`src/rtl/p_arith_pkg.sv`:
```
// Shared types and constants for the packed add/sub datapath, its arbiter
// and the multi-cycle multiplier that borrows the adder.
package p_arith_pkg;

  typedef enum logic [0:0] {
    IDLE     = 1'b0,
    MUL_BUSY = 1'b1
  } arb_state_e;

  // One-hot pack widths: lane size 32, 16, 8, 4 or 2 bits.
  localparam logic [4:0] PW_32 = 5'b00001;
  localparam logic [4:0] PW_16 = 5'b00010;
  localparam logic [4:0] PW_8  = 5'b00100;
  localparam logic [4:0] PW_4  = 5'b01000;
  localparam logic [4:0] PW_2  = 5'b10000;

  localparam int P_MUL_MAX_CYCLES = 33;

  typedef struct packed {
    logic [31:0] lhs;
    logic [31:0] rhs;
    logic [4:0]  pw;
    logic        sub;
  } padd_op_t;

endpackage

```
`src/rtl/p_addsub_arb_if.sv`:
```
// Bundle of the ALU request/response, multiplier and shared-adder signals
// around p_addsub_arb; slave is the arbiter, master is everything around it.
interface p_addsub_arb_if;

  logic        add_req_valid;
  logic        add_req_ready;
  logic [31:0] add_lhs;
  logic [31:0] add_rhs;
  logic [4:0]  add_pw;
  logic        add_sub;
  logic        add_rsp_valid;
  logic [31:0] add_rsp_result;
  logic [32:0] add_rsp_carry;

  logic        mul_req;
  logic        mul_gnt;
  logic        mul_done;
  logic [31:0] mul_lhs;
  logic [31:0] mul_rhs;
  logic [4:0]  mul_pw;
  logic        mul_sub;
  logic [31:0] mul_result;
  logic [32:0] mul_carry;
  logic        mul_err;

  logic [31:0] padd_lhs;
  logic [31:0] padd_rhs;
  logic [4:0]  padd_pw;
  logic        padd_sub;
  logic [31:0] padd_result;
  logic [32:0] padd_carry;

  modport slave (
    input  add_req_valid, add_lhs, add_rhs, add_pw, add_sub,
    output add_req_ready, add_rsp_valid, add_rsp_result, add_rsp_carry,
    input  mul_req, mul_done, mul_lhs, mul_rhs, mul_pw, mul_sub,
    output mul_gnt, mul_result, mul_carry, mul_err,
    output padd_lhs, padd_rhs, padd_pw, padd_sub,
    input  padd_result, padd_carry
  );

  modport master (
    output add_req_valid, add_lhs, add_rhs, add_pw, add_sub,
    input  add_req_ready, add_rsp_valid, add_rsp_result, add_rsp_carry,
    output mul_req, mul_done, mul_lhs, mul_rhs, mul_pw, mul_sub,
    input  mul_gnt, mul_result, mul_carry, mul_err,
    input  padd_lhs, padd_rhs, padd_pw, padd_sub,
    output padd_result, padd_carry
  );

endinterface

```
`src/rtl/p_addsub_arb.sv`:
```
// Shares one external p_addsub between a single-cycle ALU port and p_mul_core.
// Define P_ADDSUB_ARB_STATS_EN to add the saturating add_stall_cnt output.
module p_addsub_arb
  import p_arith_pkg::*;
#(
  parameter int MUL_TIMEOUT = 40,
  parameter int STAT_W      = 16
) (
  input  logic          clock,
  input  logic          resetn,
  p_addsub_arb_if.slave bus
`ifdef P_ADDSUB_ARB_STATS_EN
  ,
  output logic [STAT_W-1:0] add_stall_cnt
`endif
);

  localparam int              TMO_W    = $clog2(MUL_TIMEOUT + 1);
  localparam logic [TMO_W-1:0] TMO_LAST = TMO_W'(MUL_TIMEOUT - 1);

  arb_state_e       state_q, state_d;
  logic             prio_q, prio_d;
  logic             mul_block_q, mul_block_d;
  logic [TMO_W-1:0] tmo_cnt_q, tmo_cnt_d;
  logic             rsp_valid_q, rsp_valid_d;
  logic [31:0]      rsp_result_q, rsp_result_d;
  logic [32:0]      rsp_carry_q, rsp_carry_d;
  logic             mul_err_q, mul_err_d;

  logic     mul_req_ok;
  logic     gnt_add;
  logic     gnt_mul;
  padd_op_t alu_op;
  padd_op_t mul_op;
  padd_op_t padd_op;

  assign alu_op = '{lhs: bus.add_lhs, rhs: bus.add_rhs, pw: bus.add_pw, sub: bus.add_sub};
  assign mul_op = '{lhs: bus.mul_lhs, rhs: bus.mul_rhs, pw: bus.mul_pw, sub: bus.mul_sub};

  always_ff @(posedge clock) begin
    if (!resetn) begin
      state_q      <= IDLE;
      prio_q       <= 1'b0;
      mul_block_q  <= 1'b0;
      tmo_cnt_q    <= '0;
      rsp_valid_q  <= 1'b0;
      rsp_result_q <= '0;
      rsp_carry_q  <= '0;
      mul_err_q    <= 1'b0;
    end else begin
      state_q      <= state_d;
      prio_q       <= prio_d;
      mul_block_q  <= mul_block_d;
      tmo_cnt_q    <= tmo_cnt_d;
      rsp_valid_q  <= rsp_valid_d;
      rsp_result_q <= rsp_result_d;
      rsp_carry_q  <= rsp_carry_d;
      mul_err_q    <= mul_err_d;
    end
  end

  always_comb begin
    state_d      = state_q;
    prio_d       = prio_q;
    mul_block_d  = mul_block_q;
    tmo_cnt_d    = tmo_cnt_q;
    rsp_valid_d  = 1'b0;
    rsp_result_d = rsp_result_q;
    rsp_carry_d  = rsp_carry_q;
    mul_err_d    = 1'b0;

    // A timed-out requester must withdraw for one cycle before it can win again.
    if (!bus.mul_req) begin
      mul_block_d = 1'b0;
    end

    unique case (state_q)
      IDLE: begin
        if (gnt_add) begin
          rsp_valid_d  = 1'b1;
          rsp_result_d = bus.padd_result;
          rsp_carry_d  = bus.padd_carry;
          if (mul_req_ok) begin
            prio_d = 1'b1;
          end
        end else if (gnt_mul) begin
          if (bus.mul_done) begin
            prio_d = 1'b0;
          end else begin
            state_d   = MUL_BUSY;
            tmo_cnt_d = TMO_W'(1);
          end
        end
      end
      MUL_BUSY: begin
        if (!bus.mul_req || bus.mul_done) begin
          state_d   = IDLE;
          prio_d    = 1'b0;
          tmo_cnt_d = '0;
        end else if (tmo_cnt_q == TMO_LAST) begin
          state_d     = IDLE;
          prio_d      = 1'b0;
          tmo_cnt_d   = '0;
          mul_err_d   = 1'b1;
          mul_block_d = 1'b1;
        end else begin
          tmo_cnt_d = tmo_cnt_q + TMO_W'(1);
        end
      end
      default: begin
        state_d = IDLE;
      end
    endcase
  end

  // Grants are gated by resetn so the multiplier sees valid drop during reset.
  always_comb begin
    mul_req_ok = bus.mul_req && !mul_block_q;
    gnt_add    = 1'b0;
    gnt_mul    = 1'b0;
    if (resetn) begin
      unique case (state_q)
        IDLE: begin
          gnt_add = bus.add_req_valid && (!mul_req_ok || !prio_q);
          gnt_mul = mul_req_ok && !gnt_add;
        end
        MUL_BUSY: begin
          gnt_mul = bus.mul_req;
        end
        default: begin
          gnt_mul = 1'b0;
        end
      endcase
    end

    padd_op = '0;
    if (gnt_add) begin
      padd_op = alu_op;
    end else if (gnt_mul) begin
      padd_op = mul_op;
    end
  end

  assign bus.add_req_ready  = gnt_add;
  assign bus.add_rsp_valid  = rsp_valid_q;
  assign bus.add_rsp_result = rsp_result_q;
  assign bus.add_rsp_carry  = rsp_carry_q;

  assign bus.mul_gnt    = gnt_mul;
  assign bus.mul_result = bus.padd_result;
  assign bus.mul_carry  = bus.padd_carry;
  assign bus.mul_err    = mul_err_q;

  assign bus.padd_lhs = padd_op.lhs;
  assign bus.padd_rhs = padd_op.rhs;
  assign bus.padd_pw  = padd_op.pw;
  assign bus.padd_sub = padd_op.sub;

`ifdef P_ADDSUB_ARB_STATS_EN
  logic [STAT_W-1:0] stall_cnt_q, stall_cnt_d;

  always_ff @(posedge clock) begin
    if (!resetn) begin
      stall_cnt_q <= '0;
    end else begin
      stall_cnt_q <= stall_cnt_d;
    end
  end

  always_comb begin
    stall_cnt_d = stall_cnt_q;
    if (bus.add_req_valid && !gnt_add && (stall_cnt_q != '1)) begin
      stall_cnt_d = stall_cnt_q + STAT_W'(1);
    end
  end

  assign add_stall_cnt = stall_cnt_q;
`else
  // STAT_W only sizes the stall counter, which is not built here.
  logic [STAT_W-1:0] stats_unused;
  assign stats_unused = '0;
`endif

endmodule

```
`src/flat_wrapper.sv`:
```
// flat-port wrapper written by rule: the top's interface ports become plain ports
module p_addsub_arb_flat import p_arith_pkg::*;
#(
  parameter int MUL_TIMEOUT = 40,
  parameter int STAT_W      = 16
)
  (clock, resetn, bus_add_req_valid, bus_add_lhs, bus_add_rhs, bus_add_pw, bus_add_sub, bus_add_req_ready, bus_add_rsp_valid, bus_add_rsp_result, bus_add_rsp_carry, bus_mul_req, bus_mul_done, bus_mul_lhs, bus_mul_rhs, bus_mul_pw, bus_mul_sub, bus_mul_gnt, bus_mul_result, bus_mul_carry, bus_mul_err, bus_padd_lhs, bus_padd_rhs, bus_padd_pw, bus_padd_sub, bus_padd_result, bus_padd_carry);
  p_addsub_arb_if bus_i ();
  input  logic clock;
  input  logic resetn;
  input wire logic [$bits(bus_i.add_req_valid)-1:0] bus_add_req_valid;
  input wire logic [$bits(bus_i.add_lhs)-1:0] bus_add_lhs;
  input wire logic [$bits(bus_i.add_rhs)-1:0] bus_add_rhs;
  input wire logic [$bits(bus_i.add_pw)-1:0] bus_add_pw;
  input wire logic [$bits(bus_i.add_sub)-1:0] bus_add_sub;
  output wire logic [$bits(bus_i.add_req_ready)-1:0] bus_add_req_ready;
  output wire logic [$bits(bus_i.add_rsp_valid)-1:0] bus_add_rsp_valid;
  output wire logic [$bits(bus_i.add_rsp_result)-1:0] bus_add_rsp_result;
  output wire logic [$bits(bus_i.add_rsp_carry)-1:0] bus_add_rsp_carry;
  input wire logic [$bits(bus_i.mul_req)-1:0] bus_mul_req;
  input wire logic [$bits(bus_i.mul_done)-1:0] bus_mul_done;
  input wire logic [$bits(bus_i.mul_lhs)-1:0] bus_mul_lhs;
  input wire logic [$bits(bus_i.mul_rhs)-1:0] bus_mul_rhs;
  input wire logic [$bits(bus_i.mul_pw)-1:0] bus_mul_pw;
  input wire logic [$bits(bus_i.mul_sub)-1:0] bus_mul_sub;
  output wire logic [$bits(bus_i.mul_gnt)-1:0] bus_mul_gnt;
  output wire logic [$bits(bus_i.mul_result)-1:0] bus_mul_result;
  output wire logic [$bits(bus_i.mul_carry)-1:0] bus_mul_carry;
  output wire logic [$bits(bus_i.mul_err)-1:0] bus_mul_err;
  output wire logic [$bits(bus_i.padd_lhs)-1:0] bus_padd_lhs;
  output wire logic [$bits(bus_i.padd_rhs)-1:0] bus_padd_rhs;
  output wire logic [$bits(bus_i.padd_pw)-1:0] bus_padd_pw;
  output wire logic [$bits(bus_i.padd_sub)-1:0] bus_padd_sub;
  input wire logic [$bits(bus_i.padd_result)-1:0] bus_padd_result;
  input wire logic [$bits(bus_i.padd_carry)-1:0] bus_padd_carry;
  assign bus_i.add_req_valid = bus_add_req_valid;
  assign bus_i.add_lhs = bus_add_lhs;
  assign bus_i.add_rhs = bus_add_rhs;
  assign bus_i.add_pw = bus_add_pw;
  assign bus_i.add_sub = bus_add_sub;
  assign bus_add_req_ready = bus_i.add_req_ready;
  assign bus_add_rsp_valid = bus_i.add_rsp_valid;
  assign bus_add_rsp_result = bus_i.add_rsp_result;
  assign bus_add_rsp_carry = bus_i.add_rsp_carry;
  assign bus_i.mul_req = bus_mul_req;
  assign bus_i.mul_done = bus_mul_done;
  assign bus_i.mul_lhs = bus_mul_lhs;
  assign bus_i.mul_rhs = bus_mul_rhs;
  assign bus_i.mul_pw = bus_mul_pw;
  assign bus_i.mul_sub = bus_mul_sub;
  assign bus_mul_gnt = bus_i.mul_gnt;
  assign bus_mul_result = bus_i.mul_result;
  assign bus_mul_carry = bus_i.mul_carry;
  assign bus_mul_err = bus_i.mul_err;
  assign bus_padd_lhs = bus_i.padd_lhs;
  assign bus_padd_rhs = bus_i.padd_rhs;
  assign bus_padd_pw = bus_i.padd_pw;
  assign bus_padd_sub = bus_i.padd_sub;
  assign bus_i.padd_result = bus_padd_result;
  assign bus_i.padd_carry = bus_padd_carry;
  p_addsub_arb #(.MUL_TIMEOUT(MUL_TIMEOUT), .STAT_W(STAT_W)) u_core (.clock(clock), .resetn(resetn), .bus(bus_i));
endmodule
```
`config.mk`:
```
export PLATFORM = sky130hd
export DESIGN_NAME = p_addsub_arb_flat
export DESIGN_NICKNAME = d
export VERILOG_FILES = /design/src/rtl/p_arith_pkg.sv /design/src/rtl/p_addsub_arb_if.sv /design/src/rtl/p_addsub_arb.sv /design/src/flat_wrapper.sv
export SDC_FILE = /design/constraint.sdc
export NUM_CORES = 1
export LEC_CHECK = 0
export CAP_MARGIN = 20
export CORE_AREA = 4 4 158 160
export CTS_CLUSTER_DIAMETER = 200
export DETAILED_ROUTE_END_ITERATION = 10
export DIE_AREA = 0 0 162 164
export SLEW_MARGIN = 20
export SYNTH_ARGS = -nofsm -noshare
export SYNTH_HDL_FRONTEND = slang
export SYNTH_SLANG_ARGS = --single-unit
```
`constraint.sdc`:
```
create_clock -name clock -period 2.8 [get_ports clock]
set_input_delay 0.84 -clock clock [delete_from_list [all_inputs] [get_ports clock]]
set_output_delay 0.84 -clock clock [all_outputs]
set_load 0.01 [all_outputs]
```
==> results of run 1 <==
-- cells by family after synthesis --
kind of cell               after synthesis  synth area share
AOI/OAI and AO/OA                      158             0.305
and+or+nand+nor                        158             0.152
adders and majority gates                1           0.00297
DFF                                     76             0.361
buffers and inverters                  111             0.179
-- report_power, final --
group	switching (mW)	internal (mW)
Clock	0.508	0.611
Sequential	0.0322	1.14
Combinational	0.498	0.749
-- Yosys cell counts (2+ instances only) --
| cell type | number |
|---|---|
| nand3_1 | 3 |
| o211ai_1 | 2 |
| o21ai_0 | 3 |
| buf_4 | 67 |
| and3b_1 | 2 |
| a22o_1 | 70 |
| buf_2 | 21 |
| a21o_1 | 2 |
| o211a_1 | 2 |
| nor2b_2 | 2 |
| clkbuf_1 | 8 |
| a21boi_0 | 25 |
| nand2_1 | 135 |
| buf_6 | 8 |
| o21a_1 | 4 |
| o41ai_2 | 2 |
| dfxtp_1 | 76 |
| inv_1 | 7 |
| nor2_1 | 6 |
| a21boi_1 | 40 |
| a31oi_1 | 2 |
| and2_1 | 4 |
-- layout by cell type (no fill, tap or decap), types with 12 or more instances in the layout --
cell type	count
a21boi_0	25
a21boi_1	40
a22o_1	64
buf_2	33
buf_4	25
buf_6	57
clkbuf_16	12
clkdlybuf4s50_1	337
dfxtp_1	76
nand2_1	135
-- metrics by stage --
| step | instance area (µm²) | utilization |
|---|---|---|
| after floorplan | 4220 | - |
| after CTS | 8880 | 0.379 |
| final | 9050 | 0.387 |
| after global placement | 8380 | 0.358 |
| after detailed placement | 8380 | 0.358 |
| after global routing | 9050 | 0.387 |
-- per-layer routing --
layer  share of wire  wire length, µm  global-route usage
met1            0.39             9860               0.198
met2            0.50            12700               0.306
met3           0.093             2360              0.0615
met4           0.018              452              0.0434
met5               0                0                   0
-- final timing paths --
| check | start | slack [ns] | endpoint |
|---|---|---|---|
| max | bus_add_req_valid | -0.23 | bus_padd_rhs[11] |
| min | u_core.bus.add_rsp_carry[13] | 0.45 | u_core.bus.add_rsp_carry[13] |
| max reg2reg | u_core.mul_block_q | 1.06 | u_core.bus.add_rsp_result[7] |
| min reg2reg | u_core.bus.add_rsp_carry[13] | 0.45 | u_core.bus.add_rsp_carry[13] |
-- worst max-delay path, stage by stage --
cell and delay, ns:
buf_8 0.08, nor2b_4 0.16, nor2_4 0.05, o21a_4 0.24, buf_12 0.17, buf_8 0.13, buf_6 0.12, a22o_4 0.25
buf_6 0.13
-- state kept, by name (all words and copies together), names as in the netlist --
name,count
u_core.bus.add_rsp_carry,33
u_core.bus.mul_err,1
u_core.mul_block_q,1
u_core.bus.add_rsp_valid,1
u_core.prio_q,1
u_core.bus.add_rsp_result,32
u_core.tmo_cnt_q,6
u_core.state_q,1
-- area by class of cell --
| type | instances | area share |
|---|---|---|
| timing repair buffer | 473 | 0.528 |
| multi-input combinational | 317 | 0.226 |
| sequential | 76 | 0.168 |
| tap | 319 | 0.0441 |
| clock buffer | 10 | 0.0253 |
| clock inverter | 6 | 0.00539 |
| inverter | 7 | 0.00290 |
-- timing repair --
item,4_1_cts,5_1_grt
hold buffers,0,0
endpoints found under the setup margin,73,71
cloned,5,4
buffers inserted,10,6
pin swaps,59,18
gates resized for setup,352,18
==> metrics.csv, run 1 <==
metric,value,unit
via-per-instance ratio,4.19,
core area,23400,µm²
worst path arrival time,2.19,ns
Hold Crit Class,reg2reg,
1st-iter DRT viols,268,
area occupied by multi-input gates,2040,µm²
initial antenna violation count,3,
post-synthesis cell area,4220,µm²
Pleak,3.70,nW
CP startpoint kind,primary input,
total of max-cap violations,0,
Fin Setup TNS,-7.58,ns
Starting Density,0.180,
overall power,3.54,mW
crit path kind,in2out,
antenna fix cells,0,
wire per inst,21.0,µm
synth top area cells,"dfxtp_1 (36%), a22o_1 (15%), nand2_1 (12%)",
Detail Route Antenna Nets,0,
maximum VDD drop,301,µV
Hold WS,0.451,ns
Die X,162,µm
Syn. warnings,0,
Final HPWL DP,19500,µm
sequential area share after synthesis,0.361,
Reg2Reg Depth,5,
DP Worst Slack,-0.985,ns
Critical Path RT,1.96,ns
gr ovfl total,0,
crit path capture type,primary output,
DRC violations left,0,
Total Wirelength,25300,µm
I/O pins,414,
Post-synth top flop,dfxtp_1,
Post-Syn Nets,715,
CTS root buf,clkbuf_16,
dominant cell type by area after synthesis,dfxtp_1,
Final min period,3.03,ns
RSZ-0062 raised after global routing,yes,
Clock Skews,0.00910,ns
max_slew headroom,0.521,
post-synth top area share,0.361,
final-report max-slew violation count,0,
worst hold path stage count,2,
H-tree Lvls,3,
share of layout cells above drive strength 1,0.186,
GR Util All Layers,0.173,
Post-Place Cells,1170,
First-pass DRT Iterations,4,
endpoints failing setup,70,
run status,"finished, violations left",
asr flop ratio synth,0,
setup ws final,-0.227,ns
fmax,330,MHz
CTS tree,done,
"Distinct cells, synth",35,
Syn-to-layout area delta,114,%
sequential cell area,1520,µm²
Num CTS Buffers,9,
clk buf depth,2,
first-pass GRT wire length,34100,µm
Tcrit/Tclk final,1.08,
non-filler instance count after layout,1208,
vias,5060,
largest net degree at the start of global routing,78,
number of port buffers,413,
"FF+latch count, synth",76,
Fillers,2417,
failing checks,setup timing,
Site Rows,56,
Post-Syn Area per Cell,8.37,µm²
Nets,1095,
Pwr Density,391,nW/µm²
Sink Count,76,
number of synthesized flops with an enable pin,0,
vias in the first global route,4984,
later-pin clock latency in the skew report,0.34,ns
"Hold Violations, Final",0,
GP Congestion,0.845,
die area,26600,µm²
Least-Margin Pin Slew,0.718,ns
clock slew at reported path FFs,0.06,ns
maximum fanout along the worst path,8,
Mapped Cells,504,
die span in y,164,µm
Note: power is estimated with default switching activity, not from simulation.
==> run 2, diff against run 1 <==
Settings changed: CORE_AREA 4 4 158 160 to 4 4 157 159, DIE_AREA 0 0 162 164 to 0 0 161 163, MAX_ROUTING_LAYER set to met4.
Clock period 2.8 ns to 3.7 ns, I/O delays scaled along.
==> metrics.csv, run 2 (synthesis results as in run 1) <==
metric,value,unit,change
run status,finished clean,,
Starting Density,0.181,,+0.00109
Num CTS Buffers,9,,unchanged
Critical Path RT,2.59,ns,+0.63 ns
vias,4963,,-1.9%
RR Startpoint,u_core.state_q,,
Pwr Density,320,nW/µm²,-18%
fmax,279,MHz,
Detail Route Antenna Nets,0,,unchanged
CP cell instances,buf_2 > nor2b_4 > nor2_1 > o21a_2 > buf_12 > buf_8 > buf_4 > a22o_4 > buf_6,,
Final HPWL DP,18700,µm,-4.3%
later-pin clock latency in the skew report,0.34,ns,about the same
clk buf depth,2,,unchanged
GP Congestion,0.902,,+6.7%
max_slew headroom,0.510,,-0.0114
"Buf+Inv Stages, Crit Path",5,,unchanged
Nets,1063,,-2.9%
Setup crit start,bus_add_req_valid,,
final instance area,8560,µm²,-5.4%
core area,23300,µm²,-0.60%
First-pass DRT Iterations,4,,unchanged
most frequent cells in the layout,"clkdlybuf4s50_1 (338), nand2_1 (135), dfxtp_1 (76)",,
CTS root buf,clkbuf_16,,
min-delay src,u_core.bus.add_rsp_carry[9],,
total of max-cap violations,0,,unchanged
P_int,1.97,mW,-21%
crit path kind,in2out,,
CP max stage cell,a22o_4,,
CTS tree,done,,
first-pass GRT wire length,33500,µm,-1.9%
1st-iter DRT viols,268,,unchanged
slowest cell delay on critical path,0.24,ns,about the same
die span in y,163,µm,-0.61%
Total Wirelength,23800,µm,-6.0%
I/O pins,414,,unchanged
largest net degree at the start of global routing,78,,unchanged
sequential share of power,0.325,,-0.007
CTS Hold Buffers Added,0,,unchanged
initial antenna violation count,2,,-1
Sink Count,76,,unchanged
maximum fanout along the worst path,8,,unchanged
Final Core Density,0.368,,-0.0185
die area,26200,µm²,-1.2%
Die X,161,µm,-0.62%
Least-Margin Pin Slew,0.735,ns,+0.0172 ns
Fin Setup TNS,0,ns,+7.58 ns
"commonest non-fill, non-tap cell in the layout",clkdlybuf4s50_1,,
number of port buffers,413,,unchanged
via-per-instance ratio,4.21,,+0.58%
vias in the first global route,4926,,-1.2%
GR Util All Layers,0.174,,+0.00134
critical path's top delay family,buffers and inverters,,
clock slew at reported path FFs,0.07,ns,about the same
Syn-to-layout area delta,103,%,
crit path capture type,primary output,,
maximum VDD drop,186,µV,-38%
non-filler instance count after layout,1178,,-2.5%
Pleak,3.43,nW,-7.5%
final-report max-slew violation count,0,,unchanged
DRC violations left,0,,unchanged
Hold WS,0.451,ns,-0.000193 ns
Post-Place Cells,1152,,-1.5%
Comb pwr share,0.309,,-0.043
worst path arrival time,2.47,ns,+0.28 ns
clock network fraction of total power,0.366,,+0.050
DP Worst Slack,-0.637,ns,+0.348 ns
Placement Cell Area,8240,µm²,-1.6%
NetSw,772,µW,-26%
RSZ-0062 raised after global routing,no,,
gr ovfl total,0,,unchanged
switching portion of total power,0.282,,-0.0115
Hold Crit Class,reg2reg,,
wire per inst,20.2,µm,-3.6%
Tcrit/Tclk final,0.967,,
share of layout cells above drive strength 1,0.128,,-0.0572
Final min period,3.58,ns,
"Hold Violations, Final",0,,unchanged
number of flip-flops in the largest register,33,,unchanged
Clock Skews,0.00938,ns,+0.000276 ns
endpoints failing setup,0,,-100%
CP startpoint kind,primary input,,
Fillers,2390,,-1.1%
setup ws final,0.121,ns,+0.348 ns
overall power,2.74,mW,-23%
H-tree Lvls,3,,unchanged
Site Rows,56,,unchanged
==> run 2: per-layer routing <==
metal | wire (µm) | global-route usage | vias to the layer above
li1 | - | - | 2388
met3 | 1820 | 0.0506 | 20
met1 | 9730 | 0.205 | 2338
met5 | 0 | - | -
met2 | 11800 | 0.295 | 217
met4 | 431 | 0.0411 | 0
==> run 2: power by group through the flow <==
| stage | clock network [mW] | logic, mW | registers, mW |
|---|---|---|---|
| 6_report | 1.00 | 0.848 | 0.890 |
| 5_1_grt | 1.07 | 0.901 | 0.896 |
| 4_1_cts | 1.05 | 0.860 | 0.890 |
| 3_5_place_dp | 0 | 0.864 | 0.908 |
| 3_3_place_gp | 0 | 0.871 | 0.906 |
| 2_1_floorplan | 0 | 0.299 | 0.928 |
==> run 2: final timing paths <==
path / end / slack (ns) / cells past startpoint
max reg2reg: u_core.bus.add_rsp_carry[2] / 1.88 / 5
min: u_core.bus.add_rsp_carry[9] / 0.45 / 2
max: bus_padd_rhs[17] / 0.12 / 9
min reg2reg: u_core.bus.add_rsp_carry[9] / 0.45 / 2
==> run 2: final cells by class <==
| type | count | area [µm²] | area share |
|---|---|---|---|
| repair buffers | 441 | 4310 | 0.503 |
| multi-input cells | 317 | 1970 | 0.231 |
| flip-flops and latches | 76 | 1520 | 0.178 |
| well taps | 319 | 399 | 0.0466 |
| clock buffers | 9 | 225 | 0.0263 |
| clock inverters | 7 | 105 | 0.0123 |
| inverters | 7 | 26.3 | 0.00307 |
| diodes | 2 | 5.00 | 0.000584 |
==> run 2: repair_timing <==
action	4_1_cts	5_1_grt
buffers inserted	6	0
endpoints found under the setup margin	72	39
gates resized for setup	250	5
pin swaps	3	0
gates cloned	2	0
==> run 2: worst min-delay path: cells and delay by family (launching register included) <==
family / cells / cell delay (ns)
DFF: 1 / 0.31
and+or+nand+nor: 1 / 0.05
AOI/OAI and AO/OA: 1 / 0.05
==> run 3, diff against run 2 <==
Settings changed: GPL_TIMING_DRIVEN set to 0, PLACE_DENSITY_LB_ADDON set to 0.1, REMOVE_ABC_BUFFERS set to 1.
==> metrics.csv, run 3 (synthesis results as in run 1) <==
metric,value,unit,change
run status,finished clean,,
"commonest non-fill, non-tap cell in the layout",clkdlybuf4s50_1,,
CTS root buf,clkbuf_16,,
GR Util All Layers,0.173,,-0.00106
Tcrit/Tclk final,0.986,,+0.0188
via-per-instance ratio,4.28,,+1.6%
RSZ-0062 raised after global routing,no,,
Site Rows,56,,unchanged
Clock Skews,0.00991,ns,+0.000535 ns
Starting Density,0.181,,unchanged
crit path capture type,primary output,,
fmax,274,MHz,-1.9%
most frequent cells in the layout,"clkdlybuf4s50_1 (338), nand2_1 (135), dfxtp_1 (75)",,
worst path arrival time,2.54,ns,+0.07 ns
gr ovfl total,0,,unchanged
die area,26200,µm²,unchanged
Sink Count,76,,unchanged
CTS Hold Buffers Added,0,,unchanged
Hold Crit Class,reg2reg,,
CP startpoint kind,primary input,,
Die X,161,µm,unchanged
number of flip-flops in the largest register,33,,unchanged
later-pin clock latency in the skew report,0.33,ns,about the same
Total Wirelength,24200,µm,+1.6%
Nets,1099,,+3.4%
vias in the first global route,5298,,+7.6%
wire per inst,20.0,µm,-1.2%
crit path kind,in2out,,
antenna fix cells,0,,-2
final-report max-slew violation count,0,,unchanged
Final min period,3.65,ns,+0.0694 ns
maximum VDD drop,156,µV,-16%
Pwr Density,296,nW/µm²,-7.4%
clk buf depth,2,,unchanged
endpoints failing setup,0,,unchanged
GP Congestion,0.816,,-9.6%
"Hold Violations, Final",0,,unchanged
Syn-to-layout area delta,112,%,
maximum fanout along the worst path,6,,-2
initial antenna violation count,0,,-2
clock slew at reported path FFs,0.06,ns,about the same
Pleak,3.62,nW,+5.7%
Final Core Density,0.384,,+0.0159
DRC violations left,0,,unchanged
Num CTS Buffers,9,,unchanged
total of max-cap violations,0,,unchanged
CTS tree,done,,
I/O pins,414,,unchanged
Hold WS,0.449,ns,-0.00169 ns
die span in y,163,µm,unchanged
largest net degree at the start of global routing,91,,+17%
max_slew headroom,0.515,,+0.00527
share of layout cells above drive strength 1,0.141,,+0.0127
final instance area,8930,µm²,+4.3%
1st-iter DRT viols,259,,-3.4%
Least-Margin Pin Slew,0.728,ns,-0.00790 ns
Detail Route Antenna Nets,0,,unchanged
vias,5190,,+4.6%
first-pass GRT wire length,33500,µm,about the same
Final HPWL DP,16000,µm,-15%
Fin Setup TNS,0,ns,unchanged
Critical Path RT,2.59,ns,about the same
First-pass DRT Iterations,4,,unchanged
Placement Cell Area,8100,µm²,-1.7%
core area,23300,µm²,unchanged
number of port buffers,413,,unchanged
H-tree Lvls,3,,unchanged
-- run 3: layout make-up --
type                       count  area [µm²]
timing repair buffer         457        4480
multi-input combinational    337        2220
clock inverter                 4        31.3
inverter                       7        26.3
fill                        2393       14300
sequential                    76        1520
clock buffer                  12         256
tap                          319         399
-- run 3: report_power, final --
part           internal (mW)  switching, mW
sequential             0.866         0.0266
clock                  0.494          0.354
combinational          0.538          0.370
-- run 3: path summary, 6_finish.rpt --
check / depth (start not counted) / to / from / slack [ns]
max reg2reg: 5 / u_core.state_q / u_core.state_q / 1.77
max: 8 / bus_padd_lhs[0] / bus_mul_req / 0.05
min: 2 / u_core.bus.add_rsp_carry[10] / u_core.bus.add_rsp_carry[10] / 0.45
min reg2reg: 2 / u_core.bus.add_rsp_carry[10] / u_core.bus.add_rsp_carry[10] / 0.45
-- run 3: worst max-delay path, stage by stage --
cell and delay, ns:
buf_2 0.14, nor2b_4 0.14, a21oi_4 0.26, buf_6 0.15
and2_4 0.17, buf_4 0.15, a22o_1 0.15, clkdlybuf4s15_1 0.25
-- run 3: per-stage QoR --
stage,instances,setup slack (ns),power [mW]
2_1_floorplan,400,-1.82,1.12
3_3_place_gp,1132,-4.56,1.73
3_5_place_dp,1134,-1.57,1.74
4_1_cts,1208,-0.00875,2.69
5_1_grt,1212,0.00184,2.78
6_report,1212,0.0517,2.65
-- run 3: timing repair --
item	4_1_cts	5_1_grt
pin swaps	4	1
buffers inserted	39	2
gates resized for setup	185	20
endpoints found under the setup margin	72	56
cloned	19	2
-- run 3: layer usage --
layer  global-route usage  vias to the layer above  share of wire
li1                     -                     2483              -
met1                0.210                     2435           0.42
met2                0.295                      246           0.49
met3               0.0367                       26          0.067
met4               0.0411                        0          0.016
met5                    -                        -              0
